File: config.mk
export PLATFORM = sky130hd
export DESIGN_NAME = noc_credit_tx_flat
export DESIGN_NICKNAME = d
export VERILOG_FILES = /design/src/rtl/noc_pkg.sv /design/src/rtl/noc_credit_tx_if.sv /design/src/rtl/noc_flit_fifo.sv /design/src/rtl/noc_credit_tx.sv /design/src/flat_wrapper.sv
export SDC_FILE = /design/constraint.sdc
export NUM_CORES = 1
export LEC_CHECK = 0
export ABC_AREA = 0
export ABC_CLOCK_PERIOD_IN_PS = 1900
export BUFFER_PORTS_ARGS = -buffer_cell sky130_fd_sc_hd__buf_2
export CAP_MARGIN = 25
export CELL_PAD_IN_SITES_DETAIL_PLACEMENT = 0
export CELL_PAD_IN_SITES_GLOBAL_PLACEMENT = 2
export CORE_AREA = 2 2 106 108
export DETAILED_ROUTE_END_ITERATION = 8
export DIE_AREA = 0 0 108 110
export PLACE_DENSITY_LB_ADDON = 0.1
export REMOVE_ABC_BUFFERS = 1
export SETUP_SLACK_MARGIN = 0.15
export SYNTH_ARGS = -nofsm -noshare
export SYNTH_HDL_FRONTEND = slang
export SYNTH_SLANG_ARGS = --single-unit
File: constraint.sdc
create_clock -name clk -period 1.9 [get_ports clk]
set_input_delay 0.095 -clock clk [delete_from_list [all_inputs] [get_ports clk]]
set_output_delay 0.095 -clock clk [all_outputs]
set_load 0.03 [all_outputs]
File: src/rtl/noc_pkg.sv
// Shared NoC definitions: default link geometry and the flit type used by
// routers, the receive side and this transmit block.
package noc_pkg;

    localparam int FLIT_W_DEF    = 16;
    localparam int CREDITS_DEF   = 4;
    localparam int BUF_DEPTH_DEF = 4;

    typedef logic [FLIT_W_DEF-1:0] flit_t;

    // Width of a counter that must hold every value 0..max_val inclusive.
    function automatic int cnt_width(input int max_val);
        return $clog2(max_val + 1);
    endfunction

endpackage

File: src/rtl/noc_credit_tx_if.sv
// Bundle between the local flit source / downstream router and noc_credit_tx.
//
// Handshake semantics:
//   Source side is valid/ready: a flit moves on a rising edge where
//   in_valid_i & in_ready_o. Once in_valid_i is raised the source holds it and
//   in_data_i stable until that edge. in_ready_o depends only on registered
//   state, never on in_valid_i.
//   Downstream side is valid/credit: valid_o marks data_o for exactly one
//   cycle and has no ready; it is only raised while a credit is held.
//   credit_i is a one-cycle pulse returning one downstream buffer slot.
interface noc_credit_tx_if
    import noc_pkg::*;
#(
    parameter int FLIT_W    = FLIT_W_DEF,
    parameter int CREDITS   = CREDITS_DEF,
    parameter int BUF_DEPTH = BUF_DEPTH_DEF
);
    localparam int CNT_W  = cnt_width(CREDITS);
    localparam int FCNT_W = cnt_width(BUF_DEPTH);

    logic [FLIT_W-1:0] in_data_i;
    logic              in_valid_i;
    logic              in_ready_o;
    logic [FLIT_W-1:0] data_o;
    logic              valid_o;
    logic              credit_i;
    logic [CNT_W-1:0]  credit_cnt_o;
    logic [FCNT_W-1:0] fifo_cnt_o;
    logic              credit_err_o;

    // Environment side: drives the source flit and downstream credit returns.
    modport master (
        output in_data_i, in_valid_i, credit_i,
        input  in_ready_o, data_o, valid_o, credit_cnt_o, fifo_cnt_o, credit_err_o
    );

    // Transmit block side.
    modport slave (
        input  in_data_i, in_valid_i, credit_i,
        output in_ready_o, data_o, valid_o, credit_cnt_o, fifo_cnt_o, credit_err_o
    );

endinterface

File: src/rtl/noc_flit_fifo.sv
// Small circular flit buffer. Head flit is read straight from the storage
// registers so the consumer can register it on the pop edge.
module noc_flit_fifo
    import noc_pkg::*;
#(
    parameter int FLIT_W    = FLIT_W_DEF,
    parameter int BUF_DEPTH = BUF_DEPTH_DEF
) (
    input  logic                             clk,
    input  logic                             reset,
    input  logic                             i_push,
    input  logic [FLIT_W-1:0]                i_push_data,
    input  logic                             i_pop,
    output logic [FLIT_W-1:0]                o_head,
    output logic                             o_full,
    output logic                             o_empty,
    output logic [cnt_width(BUF_DEPTH)-1:0]  o_count
);
    localparam int PTR_W = $clog2(BUF_DEPTH);
    localparam int CNT_W = cnt_width(BUF_DEPTH);

    logic [FLIT_W-1:0] r_mem [BUF_DEPTH];
    logic [PTR_W-1:0]  r_wr_ptr;
    logic [PTR_W-1:0]  r_rd_ptr;
    logic [CNT_W-1:0]  r_count;

    // Storage write; contents need no reset since the count gates every read.
    always_ff @(posedge clk) begin
        if (i_push) begin
            r_mem[r_wr_ptr] <= i_push_data;
        end
    end

    // Pointers and occupancy; BUF_DEPTH is a power of two so pointers wrap naturally.
    always_ff @(posedge clk or negedge reset) begin
        if (!reset) begin
            r_wr_ptr <= '0;
            r_rd_ptr <= '0;
            r_count  <= '0;
        end else begin
            if (i_push) begin
                r_wr_ptr <= r_wr_ptr + PTR_W'(1);
            end
            if (i_pop) begin
                r_rd_ptr <= r_rd_ptr + PTR_W'(1);
            end
            case ({i_push, i_pop})
                2'b10:   r_count <= r_count + CNT_W'(1);
                2'b01:   r_count <= r_count - CNT_W'(1);
                default: r_count <= r_count;
            endcase
        end
    end

    assign o_head  = r_mem[r_rd_ptr];
    assign o_full  = (r_count == CNT_W'(BUF_DEPTH));
    assign o_empty = (r_count == '0);
    assign o_count = r_count;

endmodule

File: src/rtl/noc_credit_tx.sv
// Transmit end of a credit-based NoC link: buffers local flits and forwards
// them downstream one per cycle while a downstream buffer credit is held.
module noc_credit_tx
    import noc_pkg::*;
#(
    parameter int FLIT_W    = FLIT_W_DEF,
    parameter int BUF_DEPTH = BUF_DEPTH_DEF,
    parameter int CREDITS   = CREDITS_DEF
) (
    input  logic           clk,
    input  logic           reset,
    noc_credit_tx_if.slave bus
);
    localparam int CNT_W = cnt_width(CREDITS);

    logic [FLIT_W-1:0]               w_head;
    logic                            w_full;
    logic                            w_empty;
    logic [cnt_width(BUF_DEPTH)-1:0] w_fifo_cnt;
    logic                            w_push;
    logic                            w_send;

    logic [CNT_W-1:0]  r_credit_cnt;
    logic [FLIT_W-1:0] r_data;
    logic              r_valid;
    logic              r_credit_err;

    // Accept only from registered fullness; send only on the registered credit
    // count, so a credit arriving this cycle is usable from the next one.
    assign w_push = bus.in_valid_i && !w_full;
    assign w_send = !w_empty && (r_credit_cnt != '0);

    noc_flit_fifo #(
        .FLIT_W    (FLIT_W),
        .BUF_DEPTH (BUF_DEPTH)
    ) u_fifo (
        .clk         (clk),
        .reset       (reset),
        .i_push      (w_push),
        .i_push_data (bus.in_data_i),
        .i_pop       (w_send),
        .o_head      (w_head),
        .o_full      (w_full),
        .o_empty     (w_empty),
        .o_count     (w_fifo_cnt)
    );

    // Credit count: minus one per send, plus one per returned credit, saturating at CREDITS.
    always_ff @(posedge clk or negedge reset) begin
        if (!reset) begin
            r_credit_cnt <= CNT_W'(CREDITS);
        end else if (w_send && !bus.credit_i) begin
            r_credit_cnt <= r_credit_cnt - CNT_W'(1);
        end else if (!w_send && bus.credit_i && (r_credit_cnt != CNT_W'(CREDITS))) begin
            r_credit_cnt <= r_credit_cnt + CNT_W'(1);
        end
    end

    // Sticky flag: downstream returned a credit we never spent.
    always_ff @(posedge clk or negedge reset) begin
        if (!reset) begin
            r_credit_err <= 1'b0;
        end else if (!w_send && bus.credit_i && (r_credit_cnt == CNT_W'(CREDITS))) begin
            r_credit_err <= 1'b1;
        end
    end

    // Output register: valid pulses for each sent flit, data holds between sends.
    always_ff @(posedge clk or negedge reset) begin
        if (!reset) begin
            r_valid <= 1'b0;
            r_data  <= '0;
        end else begin
            r_valid <= w_send;
            if (w_send) begin
                r_data <= w_head;
            end
        end
    end

    assign bus.in_ready_o   = !w_full;
    assign bus.data_o       = r_data;
    assign bus.valid_o      = r_valid;
    assign bus.credit_cnt_o = r_credit_cnt;
    assign bus.fifo_cnt_o   = w_fifo_cnt;
    assign bus.credit_err_o = r_credit_err;

endmodule

File: src/flat_wrapper.sv
// flat-port wrapper written by rule: the top's interface ports become plain ports
module noc_credit_tx_flat import noc_pkg::*;
#(
    parameter int FLIT_W    = FLIT_W_DEF,
    parameter int BUF_DEPTH = BUF_DEPTH_DEF,
    parameter int CREDITS   = CREDITS_DEF
)
  (clk, reset, bus_in_data_i, bus_in_valid_i, bus_credit_i, bus_in_ready_o, bus_data_o, bus_valid_o, bus_credit_cnt_o, bus_fifo_cnt_o, bus_credit_err_o);
  noc_credit_tx_if #(.FLIT_W(FLIT_W), .CREDITS(CREDITS), .BUF_DEPTH(BUF_DEPTH)) bus_i ();
  input  logic clk;
  input  logic reset;
  input wire logic [$bits(bus_i.in_data_i)-1:0] bus_in_data_i;
  input wire logic [$bits(bus_i.in_valid_i)-1:0] bus_in_valid_i;
  input wire logic [$bits(bus_i.credit_i)-1:0] bus_credit_i;
  output wire logic [$bits(bus_i.in_ready_o)-1:0] bus_in_ready_o;
  output wire logic [$bits(bus_i.data_o)-1:0] bus_data_o;
  output wire logic [$bits(bus_i.valid_o)-1:0] bus_valid_o;
  output wire logic [$bits(bus_i.credit_cnt_o)-1:0] bus_credit_cnt_o;
  output wire logic [$bits(bus_i.fifo_cnt_o)-1:0] bus_fifo_cnt_o;
  output wire logic [$bits(bus_i.credit_err_o)-1:0] bus_credit_err_o;
  assign bus_i.in_data_i = bus_in_data_i;
  assign bus_i.in_valid_i = bus_in_valid_i;
  assign bus_i.credit_i = bus_credit_i;
  assign bus_in_ready_o = bus_i.in_ready_o;
  assign bus_data_o = bus_i.data_o;
  assign bus_valid_o = bus_i.valid_o;
  assign bus_credit_cnt_o = bus_i.credit_cnt_o;
  assign bus_fifo_cnt_o = bus_i.fifo_cnt_o;
  assign bus_credit_err_o = bus_i.credit_err_o;
  noc_credit_tx #(.FLIT_W(FLIT_W), .BUF_DEPTH(BUF_DEPTH), .CREDITS(CREDITS)) u_core (.clk(clk), .reset(reset), .bus(bus_i));
endmodule
==> impl_metrics.json <==
{
  "run_status": "finished, final reports clean",
  "timing.critical_path.to_type": "flop",
  "pin_count_of_the_biggest_net_entering_global_routing": 29,
  "cp-start-kind": "flop",
  "wl_per_cell_um": 16.15,
  "post_synth_fa_ha_maj_area_fraction_pct": 2.768,
  "unrepaired_setup_endpoints_after_global_routing": "yes",
  "globalRoute.busiestLayer": "met2",
  "die-width_um": 108,
  "grt_antenna_before_repair": 0,
  "finalHoldWorstSlack_ns": 0.1866,
  "avgViaCountPerCell": 4.576,
  "place_congestion": 0.7407,
  "diodes": 0,
  "postLayoutSetupSlackWorst_ns": 0.06363,
  "dr.first_iter.drc_count": 64,
  "report.final.slew_viol_count": 0,
  "detailed_place.area_sq_mm": 0.004288,
  "hp-start": "bus_credit_i",
  "finalWorstPathRequiredPeriod_ns": 1.836,
  "simple_logic_cell_fraction_of_the_synthesized_area_pct": 3.950,
  "global_route.usage.met1_pct": 16.30,
  "ctsLongestPathBuffers": 2,
  "area_delta_synth_final_pct": 29.88,
  "tightest_pin_transition_ns": 0.7254,
  "initial_core_util_pct": 34.64,
  "crit_required_ns": 2.18,
  "clkSlewWorstSetupHoldPaths_ns": 0.08,
  "fmaxAchievable_ghz": 0.5446,
  "synth_edf_count": 64,
  "most_used_flip_flop_cell_after_synthesis": "edfxtp_1",
  "synthDominantCellAreaShare_pct": 51.86,
  "hp-class": "primary input to flop",
  "finalNetCount": 316,
  "grt_pass1_vias": 2096,
  "yosys.cell_count.top_type": "edfxtp_1",
  "ant_nets": 0,
  "count_of_mapped_cells_out_of_synthesis": 187,
  "detail_route.drc_violations": 0,
  "hold_violations": 0,
  "clock_skew_ns": 0.006019,
  "avgSynthCellArea_sq_um": 19.82,
  "ys_seq_elements": 92,
  "maxSlewHeadroom_pct": 51.64,
  "main_combinational_cell_family_by_area_after_synthesis": "multiplexers",
  "synth_top_area_cell": "edfxtp_1",
  "critical_path.startpoint": "u_core.bus.credit_cnt_o[2]",
  "cellLeakagePower_uw": 0.001938,
  "power_per_cell_area_mw_per_mm2": 1741,
  "globalRouteMet3Util_pct": 2.293,
  "numClockSinks": 92,
  "netlist_top_cells_area": "edfxtp_1, dfrtp_1, mux4_1",
  "core.rowCount": 38,
  "tritoncts": "built",
  "track_usage_pct": 12.90,
  "design.core.area_sq_mm": 0.01070,
  "criticalPathCategory": "flop to flop",
  "setup_failing_eps_final": 0,
  "post-route-cell-area_sq_mm": 0.004813,
  "postRouteWirelength_um": 7007,
  "route.vias.total": 1986,
  "clock_tree.root_cell": "clkbuf_8",
  "post_synth_mux_area_share_pct": 16.78,
  "sequential_fraction_of_the_synthesis_area_pct": 70.80,
  "worstSkewPairLatency_ns": 0.35,
  "synth-compound-area-share_pct": 1.485,
  "final_cycle_utilization_of_the_critical_path_pct": 96.65,
  "layout-drive-gt1-share_pct": 45.92,
  "timing.critical_path.fanout_max": 2,
  "fp.dieArea_sq_mm": 0.01188,
  "ir_worst_vdd_mv": 0.7903,
  "cts-htree-levels": 3,
  "ioPinCount": 45,
  "async_flop_share_pct": 30.43,
  "buffer_ports.inserted": 44,
  "cp_data_arrival_time_ns": 2.12,
  "globalRouteMet2Util_pct": 21.11,
  "synth_xor_xnor_area_share_pct": 1.891,
  "die_h_um": 110,
  "maxCapViolCount": 0,
  "finalCoreUtilization_pct": 44.99,
  "netlist_area_sq_mm": 0.003706,
  "wire_length_of_the_first_global_routing_pass_um": 11030,
  "grt-ovfl-total": 0,
  "crit-reg2reg-launch": "u_core.bus.credit_cnt_o[2]",
  "drt-pass1-iter-count": 4,
  "place_ws_ns": -0.03766,
  "synthDistinctLibCells": 36,
  "setup-tns-final_ns": 0,
  "cts-buffers-inserted": 9,
  "ys.warnings.count": 0,
  "synth.cells.most_frequent": "edfxtp_1, dfrtp_1, mux2_2",
  "estimated_wirelength_of_the_detail_placed_design_um": 4381
}
## kinds of logic (layout without fill, tap and decap cells)
family,count (synthesis),in the layout
buffers and inverters,14,121
XOR/XNOR,8,8
multiplexers,34,34
AND/OR/NAND/NOR,24,24
flip-flops,92,92
adder cells (fa/ha/maj),7,7
AO/OA/AOI/OAI,8,8
## path summary, 6_finish.rpt
| check | end | slack [ns] | cells past startpoint |
|---|---|---|---|
| min in group asynchronous | u_core.bus.data_o[2] | 0.33 | 2 |
| setup / recovery | u_core.bus.credit_cnt_o[2] | 0.06 | 7 |
| setup reg to reg | u_core.bus.credit_cnt_o[2] | 0.06 | 7 |
| hold reg to reg | u_core.bus.credit_err_o | 0.47 | 1 |
| max in group asynchronous | u_core.u_fifo.o_count[0] | 1.06 | 2 |
| hold / removal | u_core.bus.credit_err_o | 0.19 | 3 |
## final cells by class
class                      count  area [sq um]
sequential                    92          2626
inverter                       8         30.03
clock inverter                 3         37.54
clock buffer                  13         158.9
multi-input combinational     81          1069
timing repair buffer          97         716.9
fill                         977          5884
tap                          140         175.2
## critical path: stages, from the launching register on
cell	delay, ns
dfstp_2	0.54
nor3_2	0.05
or3_1	0.32
fa_2	0.39
buf_6	0.13
nor4b_1	0.13
a21oi_1	0.12
o21ai_1	0.08
## stage by stage
stage | std cells | total power, uW
3_5_place_dp | 394 | 6654
4_1_cts | 432 | 8197
2_1_floorplan | 181 | 5383
3_3_place_gp | 394 | 6659
5_1_grt | 434 | 8918
6_report | 434 | 8381
## layer usage
| metal | vias to the layer above | part of all wire, % |
|---|---|---|
| li1 | 932 | - |
| met1 | 1012 | 44 |
| met2 | 32 | 50 |
| met3 | 10 | 3.6 |
| met4 | 0 | 2.3 |
| met5 | - | 0 |
## flip-flops by register name, summed over array words and instances, names as in the netlist
signal                   flops
u_core.bus.credit_cnt_o      3
u_core.bus.credit_err_o      1
u_core.bus.data_o           16
u_core.bus.valid_o           1
u_core.u_fifo.o_count        3
u_core.u_fifo.r_mem         64
u_core.u_fifo.r_rd_ptr       2
u_core.u_fifo.r_wr_ptr       2
## power breakdown
part	switching, uW	total [uW]	internal, uW
clock network	638	1310	674
registers	281	3080	2800
logic	1940	3990	2050
total	2860	8380	5520
## repair_timing
action                     4_1_cts  5_1_grt
buffers inserted                 5        2
hold buffers                    17        0
setup endpoints to repair        4       21
pin swaps                        2        5
hold endpoints to repair        91        0
resized for setup               14       18
## cells in the final DEF, fill, tap and decap left out, types with 3 or more instances in the layout
master / synthesis / layout
inv_2: 0 / 4
mux4_1: 8 / 8
nand2_1: 3 / 3
nor2_1: 4 / 4
xor2_1: 3 / 3
and3_1: 4 / 4
ha_1: 5 / 4
a21oi_1: 3 / 3
edfxtp_1: 64 / 64
buf_6: 2 / 3
mux4_2: 8 / 8
dfrtp_1: 27 / 25
mux2_4: 8 / 16
buf_2: 2 / 44
clkbuf_8: 0 / 11
dlygate4sd3_1: 0 / 17
inv_1: 8 / 4
xnor2_1: 5 / 5
buf_4: 0 / 30
Power figures use the tool's default switching activity.
